===== src/rtl/perceptron_pkg.sv =====
// Shared types and defaults for the perceptron training controller.
// EPOCH_LIMIT_EN (optional) enables the epoch limit in perceptron_seq_counter.
package perceptron_pkg;

    typedef enum logic [2:0] {
        IDLE,
        INIT,
        FETCH,
        COMPUTE,
        CHECK,
        UPDATE,
        NEXT,
        DONE
    } state_t;

    localparam int DEF_N_FEAT  = 2;
    localparam int DEF_CNT_W   = 16;
    localparam int DEF_EPOCH_W = 8;

    // w_sel must also address the bias slot, which sits one past the last weight
    function automatic int selWidth(input int nFeat);
        return $clog2(nFeat + 1);
    endfunction

endpackage


===== src/rtl/perceptron_seq_counter.sv =====
// Sample index / epoch counters with epoch-end detect and, when EPOCH_LIMIT_EN
// is defined, an epoch-limit compare (otherwise limitHit is tied low).
module perceptron_seq_counter
    import perceptron_pkg::*;
#(
    parameter int CNT_W   = DEF_CNT_W,
    parameter int EPOCH_W = DEF_EPOCH_W
) (
    input  logic               clk,
    input  logic               rst,
    input  logic               clear,
    input  logic               advance,
    input  logic [CNT_W-1:0]   nSamples,
    input  logic [EPOCH_W-1:0] maxEpochs,
    output logic [CNT_W-1:0]   sampleIdx,
    output logic [EPOCH_W-1:0] epochCnt,
    output logic               epochEnd,
    output logic               limitHit
);

    logic [CNT_W-1:0]   nReg;
    logic [EPOCH_W-1:0] epochInc;

    assign epochInc = (epochCnt == '1) ? epochCnt : epochCnt + EPOCH_W'(1);
    assign epochEnd = (sampleIdx == nReg - CNT_W'(1));

    always_ff @(posedge clk) begin
        if (rst) begin
            sampleIdx <= '0;
            epochCnt  <= '0;
            nReg      <= '0;
        end else if (clear) begin
            sampleIdx <= '0;
            epochCnt  <= '0;
            nReg      <= nSamples;
        end else if (advance) begin
            if (epochEnd) begin
                sampleIdx <= '0;
                epochCnt  <= epochInc;
            end else begin
                sampleIdx <= sampleIdx + CNT_W'(1);
            end
        end
    end

`ifdef EPOCH_LIMIT_EN
    logic [EPOCH_W-1:0] maxReg;

    always_ff @(posedge clk) begin
        if (rst) begin
            maxReg <= '0;
        end else if (clear) begin
            maxReg <= maxEpochs;
        end
    end

    // A limit of zero means training may run for any number of epochs
    assign limitHit = (maxReg != '0) && (epochInc == maxReg);
`else
    logic unusedMaxEpochs;
    assign unusedMaxEpochs = ^maxEpochs;
    assign limitHit        = 1'b0;
`endif

endmodule


===== src/rtl/perceptron_train_ctrl.sv =====
// Control FSM for the perceptron training datapath: sample handshake, serial
// weight/bias update sequencing and epoch control. Optional macro: EPOCH_LIMIT_EN.
module perceptron_train_ctrl
    import perceptron_pkg::*;
#(
    parameter int N_FEAT  = DEF_N_FEAT,
    parameter int CNT_W   = DEF_CNT_W,
    parameter int EPOCH_W = DEF_EPOCH_W,
    parameter int SEL_W   = selWidth(N_FEAT)
) (
    input  logic               clk,
    input  logic               rst,
    input  logic               start,
    input  logic [CNT_W-1:0]   n_samples,
    input  logic [EPOCH_W-1:0] max_epochs,
    input  logic               sample_valid,
    output logic               sample_ready,
    input  logic               eq_flag,
    output logic               ld_x,
    output logic               ld_t,
    output logic               ld_yin,
    output logic               init_w,
    output logic               init_b,
    output logic [N_FEAT-1:0]  ld_w,
    output logic               ld_b,
    output logic [SEL_W-1:0]   w_sel,
    output logic               busy,
    output logic               done,
    output logic               converged,
    output logic [EPOCH_W-1:0] epoch_cnt,
    output logic [CNT_W-1:0]   sample_idx
);

    state_t             state;
    state_t             stateNext;
    logic               clean;
    logic [SEL_W-1:0]   kIdx;
    logic               cntClear;
    logic               cntAdvance;
    logic               epochEnd;
    logic               limitHit;

    perceptron_seq_counter #(
        .CNT_W   (CNT_W),
        .EPOCH_W (EPOCH_W)
    ) seqCounter (
        .clk       (clk),
        .rst       (rst),
        .clear     (cntClear),
        .advance   (cntAdvance),
        .nSamples  (n_samples),
        .maxEpochs (max_epochs),
        .sampleIdx (sample_idx),
        .epochCnt  (epoch_cnt),
        .epochEnd  (epochEnd),
        .limitHit  (limitHit)
    );

    // clean tracks whether the current epoch has needed any weight update
    always_ff @(posedge clk) begin
        if (rst) begin
            state     <= IDLE;
            clean     <= 1'b0;
            kIdx      <= '0;
            converged <= 1'b0;
        end else begin
            state <= stateNext;
            case (state)
                IDLE: if (start) converged <= 1'b0;
                INIT: begin
                    clean <= 1'b1;
                    kIdx  <= '0;
                    if (n_samples == '0) converged <= 1'b1;
                end
                CHECK: if (!eq_flag) begin
                    clean <= 1'b0;
                    kIdx  <= '0;
                end
                UPDATE: kIdx <= kIdx + SEL_W'(1);
                NEXT: if (epochEnd) begin
                    if (clean) converged <= 1'b1;
                    else       clean     <= 1'b1;
                end
                default: ;
            endcase
        end
    end

    always_comb begin
        stateNext    = state;
        sample_ready = 1'b0;
        ld_x         = 1'b0;
        ld_t         = 1'b0;
        ld_yin       = 1'b0;
        init_w       = 1'b0;
        init_b       = 1'b0;
        ld_w         = '0;
        ld_b         = 1'b0;
        w_sel        = '0;
        done         = 1'b0;
        cntClear     = 1'b0;
        cntAdvance   = 1'b0;
        case (state)
            IDLE: if (start) stateNext = INIT;
            INIT: begin
                init_w    = 1'b1;
                init_b    = 1'b1;
                cntClear  = 1'b1;
                stateNext = (n_samples == '0) ? DONE : FETCH;
            end
            FETCH: begin
                sample_ready = 1'b1;
                ld_x         = sample_valid;
                ld_t         = sample_valid;
                if (sample_valid) stateNext = COMPUTE;
            end
            COMPUTE: begin
                ld_yin    = 1'b1;
                stateNext = CHECK;
            end
            CHECK: stateNext = eq_flag ? NEXT : UPDATE;
            // One element per cycle: weights 0..N_FEAT-1, then the bias slot
            UPDATE: begin
                w_sel = kIdx;
                for (int i = 0; i < N_FEAT; i++) begin
                    ld_w[i] = (kIdx == SEL_W'(i));
                end
                if (kIdx == SEL_W'(N_FEAT)) begin
                    ld_b      = 1'b1;
                    stateNext = NEXT;
                end
            end
            NEXT: begin
                cntAdvance = 1'b1;
                if (epochEnd && (clean || limitHit)) stateNext = DONE;
                else                                  stateNext = FETCH;
            end
            DONE: begin
                done      = 1'b1;
                stateNext = IDLE;
            end
            default: stateNext = IDLE;
        endcase
    end

    assign busy = (state != IDLE);

endmodule


===== config.mk =====
export PLATFORM = sky130hd
export DESIGN_NAME = perceptron_train_ctrl
export DESIGN_NICKNAME = d
export VERILOG_FILES = /design/src/rtl/perceptron_pkg.sv /design/src/rtl/perceptron_seq_counter.sv /design/src/rtl/perceptron_train_ctrl.sv
export SDC_FILE = /design/constraint.sdc
export NUM_CORES = 1
export LEC_CHECK = 0
export BUFFER_PORTS_ARGS = -buffer_cell sky130_fd_sc_hd__buf_2
export CAP_MARGIN = 15
export CORE_ASPECT_RATIO = 1.2
export CORE_MARGIN = 8
export CORE_UTILIZATION = 55
export CTS_BUF_LIST = sky130_fd_sc_hd__clkbuf_4 sky130_fd_sc_hd__clkbuf_8 sky130_fd_sc_hd__clkbuf_16
export CTS_CLUSTER_DIAMETER = 120
export DETAILED_ROUTE_END_ITERATION = 8
export PLACE_DENSITY = 0.81
export SYNTH_ARGS = -nofsm -noshare
export SYNTH_HDL_FRONTEND = slang
export SYNTH_SLANG_ARGS = --single-unit

===== constraint.sdc =====
create_clock -name clk -period 3.6 [get_ports clk]
set_input_delay 0 -clock clk [delete_from_list [all_inputs] [get_ports clk]]
set_output_delay 0 -clock clk [all_outputs]
set_load 0.01 [all_outputs]

Yosys cells after proc, flatten, opt, wreduce, memory -nomap -nowiden --
Cells that the tools add are included.
Word-level totals: logic and storage cells 72, bits in registers 47
Operators by class: bitwise logic cells 1, reduce and logical (&&, ||, !) cells 14, mux-type cells 28, eq/ne operators 18, add/subtract/negate cells 4
Operator list (count):
- $pmux W3 S8 | 1
- $add A16 B1 Y16 const B | 1
- $eq A16 B16 Y1 | 1
- $logic_not A16 Y1 | 1
- $mux W16 | 1
- $sub A16 B1 Y16 const B | 1
- $mux W3 | 5
- $mux W1 | 14
- $ne A2 B2 Y1 const B | 7
- $eq A3 B3 Y1 const B | 4
- $reduce_bool A3 Y1 | 4
- $reduce_and A3 Y1 | 3
- $add A8 B1 Y8 const B | 1
- $eq A8 B8 Y1 const B | 1
- $mux W2 | 4
- $eq A3 B2 Y1 const B | 2
- $pmux W1 S3 | 2
- $pmux W2 S3 | 1
- $reduce_and A5 Y1 | 1
- $eq A3 B1 Y1 const B | 1
- $logic_not A3 Y1 | 1
- $add A2 B1 Y2 const B | 1
- $eq A2 B1 Y1 const B | 1
- $eq A2 B2 Y1 const B | 1
- 5 further kinds | 5

Depth between registers and ports, before layout --
depth after elaboration 5, gate-level depth with buffers 12

By module --
Synthesis repeated with hierarchy kept, for this count alone.
Second synthesis, totals: cell total of the unflattened synthesis 347, area total of the unflattened synthesis 2895.3 µm²
Modules (own cells, without submodules):
- perceptron_seq_counter | area an instance 2334.7 µm², times used 1, cells each 275, seq. area each 800.8 µm²
- perceptron_train_ctrl | area an instance 560.5 µm², times used 1, cells each 72, seq. area each 140.1 µm²

Least setup slack after synthesis --
No wires, ideal clock.
kind register to register, from reg seqCounter.nReg[1], to reg seqCounter.sampleIdx[14], path buffers 4, required time 3.468 ns, arrival 2.673 ns, setup slack 0.795 ns, cell stages (with the launch flop) 13, cell sequence dfxtp_1 clkbuf_1 inv_1 ha_1 or4b_1 buf_2 nor2_1 or4_4 a2111oi_4 and4_1 clkbuf_1 buf_2 nor3_1
Between the ends: cells in the longest elaborated chain, start to end 3
Ends and longest elaborated chain:
- start, declared | RTL line perceptron_seq_counter.sv:21 | logic [CNT_W-1:0] nReg;
- start signal, assigned | RTL line perceptron_seq_counter.sv:35 | nReg <= nSamples;
- $sub A16 B1 Y16 | RTL line perceptron_seq_counter.sv:25 | assign epochEnd = (sampleIdx == nReg - CNT_W'(1));
- $eq A16 B16 Y1 | RTL line perceptron_seq_counter.sv:25
- $mux W16 | RTL line perceptron_seq_counter.sv:37 | if (epochEnd) begin
- end signal, assigned | RTL line perceptron_seq_counter.sv:41 | sampleIdx <= sampleIdx + CNT_W'(1);
- end, declared | RTL line perceptron_seq_counter.sv:15 | output logic [CNT_W-1:0] sampleIdx,
Every way passes these cells. A chain may end at the register's enable or synchronous reset.

Worst setup path after layout --
from reg seqCounter.nReg[0], to reg seqCounter.epochCnt[3]
Between the ends: cells in the longest elaborated chain, start to end 3
Ends and longest elaborated chain:
- $sub A16 B1 Y16 | RTL line perceptron_seq_counter.sv:25
- $eq A16 B16 Y1 | RTL line perceptron_seq_counter.sv:25
- $reduce_and A3 Y1 (no source line)
- end signal, assigned | RTL line perceptron_seq_counter.sv:39 | epochCnt <= epochInc;
- end, declared | RTL line perceptron_seq_counter.sv:16 | output logic [EPOCH_W-1:0] epochCnt,
Every way passes these cells.

==> results.cfg <==
[synth]
synthArstFlopShare_pct = 0
synth_seq_cells = 47
synth_ff_type = dfxtp_1
syn_area_mm2 = 0.00299
yosysWarnings = 0
syn_area_per_cell_um2 = 7.71
synth_seq_area_share_pct = 31.4
synth_nets = 423
netlist-cell-type-count = 67
syn_inst = 388
synth_edf_count = 0

[timing]
slew_headroom_pct = 57.8
finClkSkew_ns = 0.00674
timing_worst_slew_pin_value_ns = 0.633
period_minus_slack_ns = 3.02
hold_viol_final = 0
clock.fmax_mhz = 332
tns_ns = 0
finalSetupViolCount = 0
timing.final.crit_share_pct = 83.8
timing.final.ws_setup_ns = 0.584
rsz0062_at_grt = false
slew_violations = 0
whs_ns = 0.134

[floorplan]
initial_core_util_pct = 56.9
die_w_um = 83.3
rows = 29
ios = 67
die_area_mm2 = 0.00807
coreArea_mm2 = 0.00526
die_h_um = 96.8

[power]
powerDensity_mw_per_mm2 = 591
p_leak_uw = 0.00143
power.total_uw = 2080
peakVddDrop_mv = 0.348

[clock_network]
clkSinkCount = 47
ctsResizeCount = 0
hold_buffers = 16
numCtsBuffers = 5
path_clk_slew_ns = 0.09
clk_latency_ns = 0.30
cts_htree_levels = 2
clockRootBuffer = clkbuf_8
cts_tree = done
cts.path.max_buffers = 2
post_cts_buffers = 0

[worst_setup_path]
worst_r2r_startpoint = seqCounter.nReg[0]
worstSetupStartpoint = seqCounter.nReg[0]
max_stage_delay_ns = 0.62
arrival_ns = 3.25
critical_path.slowest_cell = or4b_1
cp-end-kind = flip-flop
worstPathMaxFanout = 13
worstSetupStartpointType = flip-flop
critPathTopFamily = simple AND/OR/NAND/NOR gates
worstSetupPathType = flip-flop to flip-flop
worstPathRequired_ns = 3.84
cp_num_buf_inv = 1
path_cells = inv_1, ha_1, or4b_1, o311ai_1, and3_1, nand3_1, or4_1, a21oi_1

[finish]
drive_gt1_share_pct = 18.4
ff_latch_area_um2 = 941
num_antenna_cells = 0
final_cells = 502
fill_cells = 426
multi_input_area_mm2 = 0.00185
finalNetCount = 474
syn2layout_area_growth_pct = 17.6

[min_path]
hold_class = input port to flip-flop
holdCritStartpoint = rst

[global_route]
grt_usage_pct = 18.6
antenna_found_initial = 0
overflow = 0
grt_max_degree = 26
grt_pass1_vias = 2792
grt_pass1_wl_mm = 13.0

[placed_design]
place_congestion = 0.886
place_inst = 478
port_buffers = 58
pre_cts_ws_ns = 0.636
dp_hpwl_mm = 5.61

[detailed_routing]
wl_per_cell_um = 15.5
ant_nets = 0
vias = 2950
drtIter0Drc = 197
drc = 0
drt_wl_total_mm = 7.76
vias_per_cell = 5.88
drt_pre_antenna_iters = 4

[run]
cap_violations = 0

[status]
status = completed
-- where the power goes --
group,switching [µW],total [µW],leakage (µW),internal (µW)
clock network,178,464,0.0000688,285
logic,529,911,0.000975,382
registers,126,707,0.000381,581
total,833,2080,0.00143,1250
-- flip-flops by register name, indices dropped and copies added, names as in the netlist --
register,count
seqCounter.sampleIdx,16
clean,1
seqCounter.nReg,16
seqCounter.epochCnt,8
converged,1
state,3
kIdx,2
-- layout by cell type (no fill, tap or decap), drive strengths merged, types with 2 or more instances in the layout --
| cell type | instances |
|---|---|
| o21ai | 9 |
| xnor2 | 15 |
| o31ai | 5 |
| or3 | 6 |
| and2 | 6 |
| clkbuf | 6 |
| dlygate4sd3 | 16 |
| nand3 | 17 |
| or4 | 9 |
| nor2 | 23 |
| nor2b | 4 |
| or2 | 2 |
| xor2 | 18 |
| o41ai | 2 |
| nand4 | 9 |
| dfxtp | 47 |
| nand2b | 2 |
| o2111ai | 2 |
| a21oi | 25 |
| nor3 | 29 |
| nor4b | 2 |
| nand2 | 51 |
| nor4 | 9 |
| o21bai | 4 |
| bufinv | 2 |
| a31oi | 3 |
| a31o | 2 |
| o22ai | 3 |
| and4 | 2 |
| ha | 6 |
| nor3b | 2 |
| inv | 13 |
| buf | 60 |
| o211ai | 2 |
| and3 | 6 |
| mux2i | 2 |
-- per-layer routing --
metal	vias to the layer above	part of all wire [%]	track usage (%)
met5	-	0	0
met4	0	2.5	8.27
met3	17	5.9	4.78
met2	77	48	30.8
met1	1374	44	22.0
li1	1482	-	-
-- final timing paths --
check,slack (ns),end,cells after the start
min,0.13,kIdx[0],2
max,0.58,seqCounter.epochCnt[3],8
min reg2reg,0.49,seqCounter.nReg[15],2
max reg2reg,0.58,seqCounter.epochCnt[3],8
-- synth_stat cells, drive strengths merged, types with 9 or more instances --
cell	number	share of area (%)
a21oi	25	4.2
dfxtp	47	31
xnor2	15	4.4
inv	13	1.6
xor2	18	5.3
nor2	23	2.9
o21ai	9	1.5
nand4	9	1.9
nand2	51	6.5
nand3	17	2.8
or4	9	2.4
clkbuf	21	2.7
nor4	9	2.1
nor3	29	5.0
buf	11	2.4
-- per-stage QoR --
stage	utilization, %	instance area [µm²]
after floorplan	-	2990
after global placement	61.3	3220
after detailed placement	61.3	3220
after CTS	66.9	3520
after global routing	66.9	3520
final	66.9	3520
-- final cells by class --
| type | instances | area share [%] |
|---|---|---|
| clock inverters | 2 | 1.71 |
| clock buffers | 6 | 2.17 |
| multi-input cells | 296 | 52.6 |
| flip-flops and latches | 47 | 26.7 |
| repair buffers | 76 | 13.2 |
| inverters | 13 | 1.39 |
| well taps | 62 | 2.20 |
-- cells by family after synthesis --
group / after synthesis / share of synthesized area, %
buffers and inverters: 45 / 6.69
adders and majority gates: 6 / 2.51
AOI/OAI and AO/OA: 70 / 16.1
muxes: 2 / 0.669
and+or+nand+nor: 185 / 32.9
DFF: 47 / 31.4
xor gates and xnor gates: 33 / 9.66
Note: power is estimated with default switching activity, not from simulation.
